**src/rtl/splitter_pkg.sv**
```systemverilog
// Shared widths and lane numbering for the word splitter.
// Lane 0 is the most-significant byte of the word in normal order.
package splitter_pkg;
  localparam int DATA_W    = 32;
  localparam int LANE_W    = 8;
  localparam int NUM_LANES = 4;
  localparam int LANE_MSB  = 0;
  localparam int LANE_LSB  = 3;

  typedef logic [LANE_W-1:0]               lane_t;
  typedef lane_t [NUM_LANES-1:0]           lanes_t;
endpackage

```
**src/rtl/splitter_if.sv**
```systemverilog
// Word-in / four-lanes-out bus of the splitter.
// No ready signal: the consumer can never stall the producer.
interface splitter_if;
  import splitter_pkg::*;

  logic [DATA_W-1:0] A;
  logic              in_valid;
  logic              swap;
  lane_t             O1;
  lane_t             O2;
  lane_t             O3;
  lane_t             O4;
  logic              out_valid;

  modport master (output A, in_valid, swap, input O1, O2, O3, O4, out_valid);
  modport slave  (input A, in_valid, swap, output O1, O2, O3, O4, out_valid);
endinterface

```
**src/rtl/splitter_byte_lane_mux.sv**
```systemverilog
// Combinational byte-lane steering: lane 0 takes the top byte, or the bottom byte when swapped.
// Zero latency, no state, no backpressure.
module byte_lane_mux
  import splitter_pkg::*;
(
  input  logic [DATA_W-1:0] a,
  input  logic              swap,
  output lanes_t            lanes
);

  always_comb begin
    lanes = '0;
    for (int i = 0; i < NUM_LANES; i++) begin
      if (swap)
        lanes[i] = a[i*LANE_W +: LANE_W];
      else
        lanes[i] = a[DATA_W-1-i*LANE_W -: LANE_W];
    end
  end

endmodule

```
**src/rtl/splitter.sv**
```systemverilog
// Registered word splitter: captures A on in_valid and presents its bytes on O1..O4.
// One cycle latency, one word per cycle, never stalls; outputs come straight from flops.
module splitter
  import splitter_pkg::*;
(
  input  logic     clk,
  input  logic     reset,
  splitter_if.slave bus
);

  lanes_t lanes_d;
  lanes_t lanes_q;
  logic   valid_q;

  byte_lane_mux u_mux (
    .a     (bus.A),
    .swap  (bus.swap),
    .lanes (lanes_d)
  );

  // Reset wins over a simultaneous capture so a word arriving with reset is dropped.
  always_ff @(posedge clk) begin
    if (reset) begin
      lanes_q <= '0;
      valid_q <= 1'b0;
    end else if (bus.in_valid) begin
      lanes_q <= lanes_d;
      valid_q <= 1'b1;
    end
  end

  assign bus.O1        = lanes_q[LANE_MSB];
  assign bus.O2        = lanes_q[LANE_MSB+1];
  assign bus.O3        = lanes_q[LANE_LSB-1];
  assign bus.O4        = lanes_q[LANE_LSB];
  assign bus.out_valid = valid_q;

endmodule

```
**src/flat_wrapper.sv**
```systemverilog
// flat-port wrapper written by rule: the top's interface ports become plain ports
module splitter_flat import splitter_pkg::*;
  (clk, reset, bus_A, bus_in_valid, bus_swap, bus_O1, bus_O2, bus_O3, bus_O4, bus_out_valid);
  splitter_if bus_i ();
  input  logic clk;
  input  logic reset;
  input wire logic [$bits(bus_i.A)-1:0] bus_A;
  input wire logic [$bits(bus_i.in_valid)-1:0] bus_in_valid;
  input wire logic [$bits(bus_i.swap)-1:0] bus_swap;
  output wire logic [$bits(bus_i.O1)-1:0] bus_O1;
  output wire logic [$bits(bus_i.O2)-1:0] bus_O2;
  output wire logic [$bits(bus_i.O3)-1:0] bus_O3;
  output wire logic [$bits(bus_i.O4)-1:0] bus_O4;
  output wire logic [$bits(bus_i.out_valid)-1:0] bus_out_valid;
  assign bus_i.A = bus_A;
  assign bus_i.in_valid = bus_in_valid;
  assign bus_i.swap = bus_swap;
  assign bus_O1 = bus_i.O1;
  assign bus_O2 = bus_i.O2;
  assign bus_O3 = bus_i.O3;
  assign bus_O4 = bus_i.O4;
  assign bus_out_valid = bus_i.out_valid;
  splitter u_core (.clk(clk), .reset(reset), .bus(bus_i));
endmodule
```
**config.mk**
```make
export PLATFORM = sky130hd
export DESIGN_NAME = splitter_flat
export DESIGN_NICKNAME = d
export VERILOG_FILES = /design/src/rtl/splitter_pkg.sv /design/src/rtl/splitter_if.sv /design/src/rtl/splitter_byte_lane_mux.sv /design/src/rtl/splitter.sv /design/src/flat_wrapper.sv
export SDC_FILE = /design/constraint.sdc
export NUM_CORES = 1
export LEC_CHECK = 0
export ABC_AREA = 1
export CORE_MARGIN = 8
export CORE_UTILIZATION = 25
export CTS_BUF_LIST = sky130_fd_sc_hd__clkbuf_8 sky130_fd_sc_hd__clkbuf_16
export DETAILED_ROUTE_END_ITERATION = 7
export HOLD_SLACK_MARGIN = 0.03
export PLACE_DENSITY = 0.59
export REMOVE_ABC_BUFFERS = 1
export SLEW_MARGIN = 10
export SYNTH_ARGS = -nofsm -noshare
export SYNTH_HDL_FRONTEND = slang
export SYNTH_SLANG_ARGS = --single-unit
```
**constraint.sdc**
```tcl
create_clock -name clk -period 0.8 [get_ports clk]
set_input_delay 0.16 -clock clk [delete_from_list [all_inputs] [get_ports clk]]
set_output_delay 0.16 -clock clk [all_outputs]
set_load 0.03 [all_outputs]
```
==> metrics.txt, run 1 <==
Final Hold Vio Count=0; Final Wtd Congestion=0.690; layout cells sized above 1=between 20% and 30%; delay-heaviest family, CP=flip-flops; worst-margin pin slew=slightly above 0.2 ns; Yosys top cell area share=between 30% and 40%; pre-CTS setup slack=-0.457 ns; Initial Utilization=approximately 25%; hold wc startpoint=bus_in_valid; Core Area=about 6600 sq um; fmax=1070 MHz; Worst EP required=roughly 0.64 ns; Worst Setup End Kind=primary output; top cells by area, synth=dfxtp_1 39%, nand2_1 21%, nor2_1 15%; RSZ-0062 raised after global routing=yes; Post-CTS Hold Buffers=0; Synth area leader=dfxtp_1; vias=about 1,800; largest stage delay on the critical path=roughly 0.36 ns; Tot GR Track Use=10.4%; final setup fails=33; initial antenna violation count=0; synthesized area=approximately 1700 sq um; DRT Pass-1 Iters=4; crit path launch type=flip-flop; final core area utilization=between 40% and 50%; global-route wire length before repair=between 8 and 9 mm; port buffer count=68; clock-pin slew on the worst setup and hold paths=0.07 ns; failing checks=negative setup slack; clock tree buffer depth=2; worst hold slack=between 0.3 and 0.4 ns; vias in the first global route=about 1,800; post-route ant nets=0; Skew-Pair Late Insertion Delay=around 0.28 ns; n_diodes=0; Post-Syn Instances=around 280; worst reg-to-reg setup slack=0.05 ns; Buf/Inv on CP=1; Cell Pwr Density=roughly 1600 nW/um^2; DR DRC count=0; Setup CP Type=flip-flop to primary output; post-synthesis sequential area ratio=~39%; hpwl dp=between 3 and 4 mm; H-tree levels=2; CP max-delay cell=dfxtp_4; initial drt markers=~70; Slew Limit Fails=0; cells on worst reg2reg path=5; Area Growth Syn to Fin=59.2%; Layout Skew=0 ns; IO Count=69; hold path depth=4; Power, Total=~4.4 mW; Avg WL per Cell=between 10 and 15 microns; CTS tree=yes; cells along the critical path=buf_12; Die Y=around 100 microns; Hold EP=u_core.bus.out_valid$_SDFFE_PP0P_; Yosys reg bits=33; die area=~9600 sq um; Num CTS Buffers=5; Mean Syn Cell Area=6.06 sq um; status=finished with violations; Clock Sinks=33; Worst EP arrival=between 0.7 and 0.8 ns; Tcrit/Tclk final=116%; Chip Width=slightly below 100 microns; final setup margin=-0.132 ns; Nets=381; Worst Hold Class=input port to flip-flop; fin crit period=about 0.93 ns; r2r startpoint=u_core.bus.O1[6]$_SDFFE_PP0P_; leakage=roughly 1.4 nW; final setup TNS=-3.52 ns; max cap viols=0; synth warn=0; worst-path fanout max=2; Slew HR=86.4%; Peak supply drop=566 uV; Root Buffer=clkbuf_8; Crit Reg-Reg Endpoint=u_core.bus.O1[6]$_SDFFE_PP0P_; largest net degree at the start of global routing=34; Routed WL=approximately 5 mm; total grt overflow=0; Rows=30; vias per cell=~4.2; Yosys cell types=9
how the worst max path moves through the flow:
stage	from	end	cells past startpoint
6_report	u_core.bus.O1[7]$_SDFFE_PP0P_	bus_O1[7]	1
5_1_grt	u_core.bus.O1[7]$_SDFFE_PP0P_	bus_O1[7]	1
4_1_cts	u_core.bus.O1[2]$_SDFFE_PP0P_	bus_O1[2]	1
3_5_place_dp	bus_swap	u_core.bus.O1[6]$_SDFFE_PP0P_	6
3_3_place_gp	bus_swap	u_core.bus.O1[2]$_SDFFE_PP0P_	6
2_1_floorplan	u_core.bus.O1[3]$_SDFFE_PP0P_	u_core.bus.O1[3]$_SDFFE_PP0P_	4
placed cells by master (no fill, tap or decap), types with 2 or more instances in the layout:
| cell | instances |
|---|---|
| clkbuf_8 | 5 |
| nand3_1 | 32 |
| buf_6 | 31 |
| inv_1 | 33 |
| nor2_1 | 62 |
| clkinv_2 | 2 |
| buf_12 | 7 |
| nor2_2 | 4 |
| dfxtp_2 | 32 |
| nand2_1 | 96 |
| clkdlybuf4s50_1 | 32 |
| buf_4 | 3 |
worst min-delay path, delay by kind of cell:
| kind | cells | cell delay, ns |
|---|---|---|
| buffers and inverters | 2 | 0.31 |
| AND/OR/NAND/NOR | 2 | 0.15 |
routing by layer:
metal  vias to the layer above  part of all wire, %  global-route usage [%]
met5                         -                    0                       0
met1                       786                   46                    11.5
li1                        950                    -                       -
met3                         5                  6.5                    3.98
met4                         0                  1.0                    2.88
met2                        56                   47                    18.0
metrics by stage:
stage | cells | area [sq um]
2_1_floorplan | 260 | 1560
3_3_place_gp | 413 | 2370
3_5_place_dp | 413 | 2370
4_1_cts | 423 | 2650
5_1_grt | 426 | 2680
6_report | 426 | 2680
sequential cells by signal, indices dropped and copies added (netlist names):
register	cells
u_core.bus.O1	8
u_core.bus.O2	8
u_core.bus.O3	8
u_core.bus.O4	8
u_core.bus.out_valid	1
cell usage after synthesis:
library cell / count
dfxtp_1: 33
inv_1: 32
nor2_1: 66
inv_4: 1
nand2_1: 96
nand3_1: 32
buf_2: 8
buf_4: 6
buf_6: 4
power breakdown:
part           internal, mW  switching (mW)  leakage (nW)
Sequential             1.79          0.0882         0.284
Combinational         0.616           0.649          1.09
Clock                 0.591           0.643        0.0491
Total                  2.99            1.38          1.42
cells by family (layout without fill, tap and decap cells):
| logic type | after synthesis | in the layout | synth area share, % |
|---|---|---|---|
| buffers and inverters | 51 | 119 | 15.2 |
| and+or+nand+nor | 194 | 194 | 45.6 |
| DFF | 33 | 33 | 39.2 |
layout make-up:
cell class / count / area, sq um
repair inverters: 1 / 6.26
fillers: 723 / 3960
clock inverters: 3 / 13.8
multi-input cells: 194 / 778
clock buffers: 5 / 68.8
repair buffers: 77 / 883
inverters: 33 / 129
well taps: 80 / 100
flip-flops and latches: 33 / 704
repair_timing:
item	in CTS	in global routing
resized for setup	67	9
pin swaps	0	1
setup endpoints to repair	65	38
cloned	1	1
buffers inserted	1	2
No activity file was read; power rests on OpenSTA's default activity.
==> inputs of run 2 (changes only) <==
Settings changed: CORE_MARGIN 8 to unset.
==> metrics.txt, run 2 (synthesis gave the netlist of run 1 again) <==
Nets=between 300 and 400; Final Hold Vio Count=0; Cell Int Power=about 3.1 mW; Layout Skew=0 ns; CTS tree=yes; Clock Sinks=33; commonest non-fill, non-tap cell in the layout=nand2_1; fin crit period=just over 0.9 ns; Skew-Pair Late Insertion Delay=0.27 ns; Worst EP arrival=0.75 ns; sw power=approximately 1.3 mW; FF/Latch Area=~700 sq um; Switching Share=between 30% and 40%; vias in the first global route=~1,700; leakage=roughly 1.4 nW; Area Growth Syn to Fin=56.9%; Initial Utilization=a little over a quarter; Tcrit/Tclk final=114%; final setup margin=-0.113 ns; final setup fails=33; placed cell count=around 410; initial antenna violation count=0; sequential share of power=between 40% and 50%; Slew Limit Fails=0; max cap viols=0; largest net degree at the start of global routing=33; Worst Hold Class=input port to flip-flop; CP max-delay cell=dfxtp_2; clock-pin slew on the worst setup and hold paths=0.07 ns; DRT Pass-1 Iters=6; Non-Filler Instances=420; failing checks=design-rule violations, negative setup slack; layout cells sized above 1=24.2%; Final Wtd Congestion=roughly 0.65; clock tree buffer depth=2; Setup CP Type=flip-flop to primary output; Worst Setup End Kind=primary output; IO Count=69; port buffer count=between 60 and 70; Multi-input gate area=between 700 and 800 sq um; delay-heaviest family, CP=flip-flops; Die Y=between 80 and 90 microns; hpwl dp=just under 3 mm; Core Area=about 6400 sq um; RSZ-0062 raised after global routing=yes; status=finished with violations; Avg WL per Cell=about 11 microns; worst-path fanout max=2; most frequent cells in the layout=96 x nand2_1, 66 x nor2_1, 33 x inv_1, 33 x dfxtp_2; crit path launch type=flip-flop; post-route ant nets=0; worst-margin pin slew=between 0.2 and 0.25 ns; Tot GR Track Use=13.6%; final core area utilization=41.2%; total grt overflow=0; vias=1,780; Layout fillers=around 690; Buf/Inv on CP=1; die area=roughly 7100 sq um; Chip Width=between 80 and 90 microns; Post-CTS Hold Buffers=0; largest stage delay on the critical path=between 0.3 and 0.4 ns; global-route wire length before repair=just under 8 mm; Combinational Power Share=~28%; cells along the critical path=buf_6; Cell Pwr Density=1650 nW/um^2; Rows=29; pre-CTS setup slack=-0.525 ns; vias per cell=4.24; n_diodes=0; fmax=around 1100 MHz; DR DRC count=8; Slew HR=85.6%; Root Buffer=clkbuf_8; Peak supply drop=~700 uV; Worst EP required=between 0.6 and 0.7 ns; Num CTS Buffers=5; initial drt markers=between 50 and 60; clock power share=around 29%; H-tree levels=2; Routed WL=approximately 4.7 mm
==> run 2: stage by stage <==
step           TNS, ns  hold slack (ns)  power, mW  area (sq um)
5_1_grt          -4.36            0.238       4.63          2650
3_3_place_gp    -15.83            0.452       3.00          2360
3_5_place_dp    -16.31            0.465       3.01          2360
4_1_cts          -3.81            0.223       4.44          2640
6_report         -3.24            0.228       4.37          2650
2_1_floorplan        0            0.232       2.41          1560
==> run 2: per-layer routing <==
metal	GRT usage, %	vias up	part of all wire (%)	wire length (microns)
li1	-	946	-	-
met3	3.96	2	5.4	254
met5	0	-	0	0
met4	3.61	0	0.41	19
met1	16.4	790	47	2200
met2	23.7	42	47	2200
==> run 2: repair_timing <==
item / in CTS / in global routing
cloned: 1 / 1
setup buffers: 0 / 0
gates resized for setup: 67 / 5
endpoints found under the setup margin: 65 / 55
==> run 2: final cells by class <==
cell class,instances,share of cell area [%]
repair buffers,75,32.4
clock buffers,6,3.12
repair inverters,1,0.237
clock inverters,1,0.142
well taps,77,3.64
inverters,33,4.87
multi-input cells,194,29.0
flip-flops and latches,33,26.5
==> run 2: power by group through the flow <==
stage          combinational (mW)  sequential, mW  clock (mW)
2_1_floorplan               0.313            2.10           0
3_3_place_gp                 1.13            1.87           0
3_5_place_dp                 1.14            1.87           0
4_1_cts                      1.24            1.88        1.32
5_1_grt                      1.36            1.89        1.38
6_report                     1.24            1.88        1.26
==> run 2: path summary, 6_finish.rpt <==
kind | start | end | slack, ns | cells after the start
worst max register to register | u_core.bus.O2[3]$_SDFFE_PP0P_ | u_core.bus.O2[3]$_SDFFE_PP0P_ | 0.14 | 4
worst min-delay path | bus_in_valid | u_core.bus.O2[1]$_SDFFE_PP0P_ | 0.23 | 4
worst min register to register | u_core.bus.out_valid$_SDFFE_PP0P_ | u_core.bus.out_valid$_SDFFE_PP0P_ | 0.47 | 2
worst max-delay path | u_core.bus.O2[3]$_SDFFE_PP0P_ | bus_O2[3] | -0.11 | 1
==> inputs of run 3 (changes only) <==
Settings changed: CORE_UTILIZATION 25 to 43, PLACE_DENSITY 0.59 to 0.86.
Clock period 0.8 ns to 0.9 ns, I/O delays scaled along.
==> metrics.txt, run 3 (synthesis gave the netlist of run 1 again) <==
status=finished with violations; failing checks=negative setup slack; Setup CP Type=flip-flop to primary output; IO Count=69; vias in the first global route=1,606; final setup TNS=-0.822 ns; Final Wtd Congestion=0.778; largest stage delay on the critical path=about 0.35 ns; Worst Hold Class=input port to flip-flop; Layout fillers=roughly 320; fin crit period=between 0.9 and 1 ns; Worst Setup End Kind=primary output; final setup margin=-0.0424 ns; Chip Width=approximately 65 microns; Nets=381; max cap viols=0; Cell Area, Placed=2300 sq um; worst reg-to-reg setup slack=0.14 ns; Avg WL per Cell=10.6 microns; global-route wire length before repair=between 6 and 7 mm; initial drt markers=roughly 170; hpwl dp=~2.6 mm; Area Growth Syn to Fin=56.4%; Routed WL=between 4 and 5 mm; delay-heaviest family, CP=flip-flops; total grt overflow=0; Skew-Pair Late Insertion Delay=0.28 ns; Clock Sinks=33; Final Hold Vio Count=0; commonest non-fill, non-tap cell in the layout=nand2_1; initial antenna violation count=0; largest net degree at the start of global routing=34; vias per cell=4.57; CTS tree=yes; RSZ-0062 raised after global routing=yes; Peak supply drop=between 1000 and 1500 uV; Layout Skew=0 ns; H-tree levels=2; worst-path fanout max=2; layout cells sized above 1=24.6%; Num CTS Buffers=5; fmax=approximately 1100 MHz; Power, Total=approximately 4.2 mW; worst-margin pin slew=a little under 0.3 ns; Slew HR=roughly four fifths; cells along the critical path=buf_6; Initial Utilization=around 45%; Slew Limit Fails=0; Post-Layout Inst Area=roughly 2600 sq um; DRT Pass-1 Iters=4; Tcrit/Tclk final=105%; port buffer count=just under 70; clock tree buffer depth=2; Worst EP arrival=~0.76 ns; Post-CTS Hold Buffers=0; Worst EP required=around 0.7 ns; n_diodes=0; DR DRC count=0; most frequent cells in the layout=96 x nand2_1, 66 x nor2_1, 33 x inv_1, 33 x buf_6, 33 x dfxtp_2; Buf/Inv on CP=1; Die Y=roughly 65 microns; final setup fails=33; post-route ant nets=0; vias=~1,800; crit path launch type=flip-flop; Root Buffer=clkbuf_8; Tot GR Track Use=21.1%; leakage=between 1 and 1.5 nW; Rows=22; Core Area=~3700 sq um; CP max-delay cell=dfxtp_2; Cell Pwr Density=around 1600 nW/um^2; die area=4170 sq um; clock-pin slew on the worst setup and hold paths=~0.070 ns
run 3: changes by cell type in the layout (fill, tap and decap cells not counted), sizes merged:
cell           change
clkinv             -1
clkdlybuf4s15      -1
dlygate4sd2        +1
bufinv             +1
bufbuf             -1
dlymetal6s2s       +1
buf                +3
run 3: report_power, final:
group	internal (mW)	switching (mW)	total (mW)
sequential	1.59	0.0774	1.67
clock	0.891	0.536	1.43
combinational	0.522	0.564	1.09
total	3.00	1.18	4.18
run 3: area by class of cell:
type	instances	area (sq um)	area share [%]
Clock buffer	6	82.6	3.13
Clock inverter	2	33.8	1.28
Inverter	33	129	4.89
Multi-Input combinational cell	194	768	29.1
Sequential cell	33	702	26.6
Tap cell	48	60.1	2.28
Timing Repair Buffer	78	861	32.7
run 3: metal layers:
layer,global-route usage [%],wire length (microns)
met5,0,0
met2,35.7,2020
met1,25.5,1840
met3,6.34,249
met4,6.11,54
run 3: metrics by stage:
step | hold WS, ns | instances | utilization, % | worst slack, ns
after global placement | 0.448 | 382 | 62.0 | -0.394
after floorplan | 0.252 | 260 | - | 0.116
after detailed placement | 0.484 | 382 | 62.0 | -0.437
after CTS | 0.391 | 393 | 70.2 | -0.0510
after global routing | 0.414 | 394 | 70.9 | -0.0761
final | 0.400 | 394 | 70.9 | -0.0424
run 3: path summary, 6_finish.rpt:
| path | cells past startpoint | end | startpoint |
|---|---|---|---|
| worst max register to register | 5 | u_core.bus.O4[1]$_SDFFE_PP0P_ | u_core.bus.O4[1]$_SDFFE_PP0P_ |
| worst min-delay path | 5 | u_core.bus.O2[5]$_SDFFE_PP0P_ | bus_in_valid |
| worst max-delay path | 1 | bus_O4[6] | u_core.bus.O4[6]$_SDFFE_PP0P_ |
| worst min register to register | 4 | u_core.bus.O2[5]$_SDFFE_PP0P_ | u_core.bus.O2[5]$_SDFFE_PP0P_ |
run 3: timing repair:
action | CTS | global route
cloned | 0 | 1
setup buffers | 3 | 0
gates resized for setup | 68 | 1
endpoints found under the hold margin | 0 | 0
endpoints found under the setup margin | 65 | 41
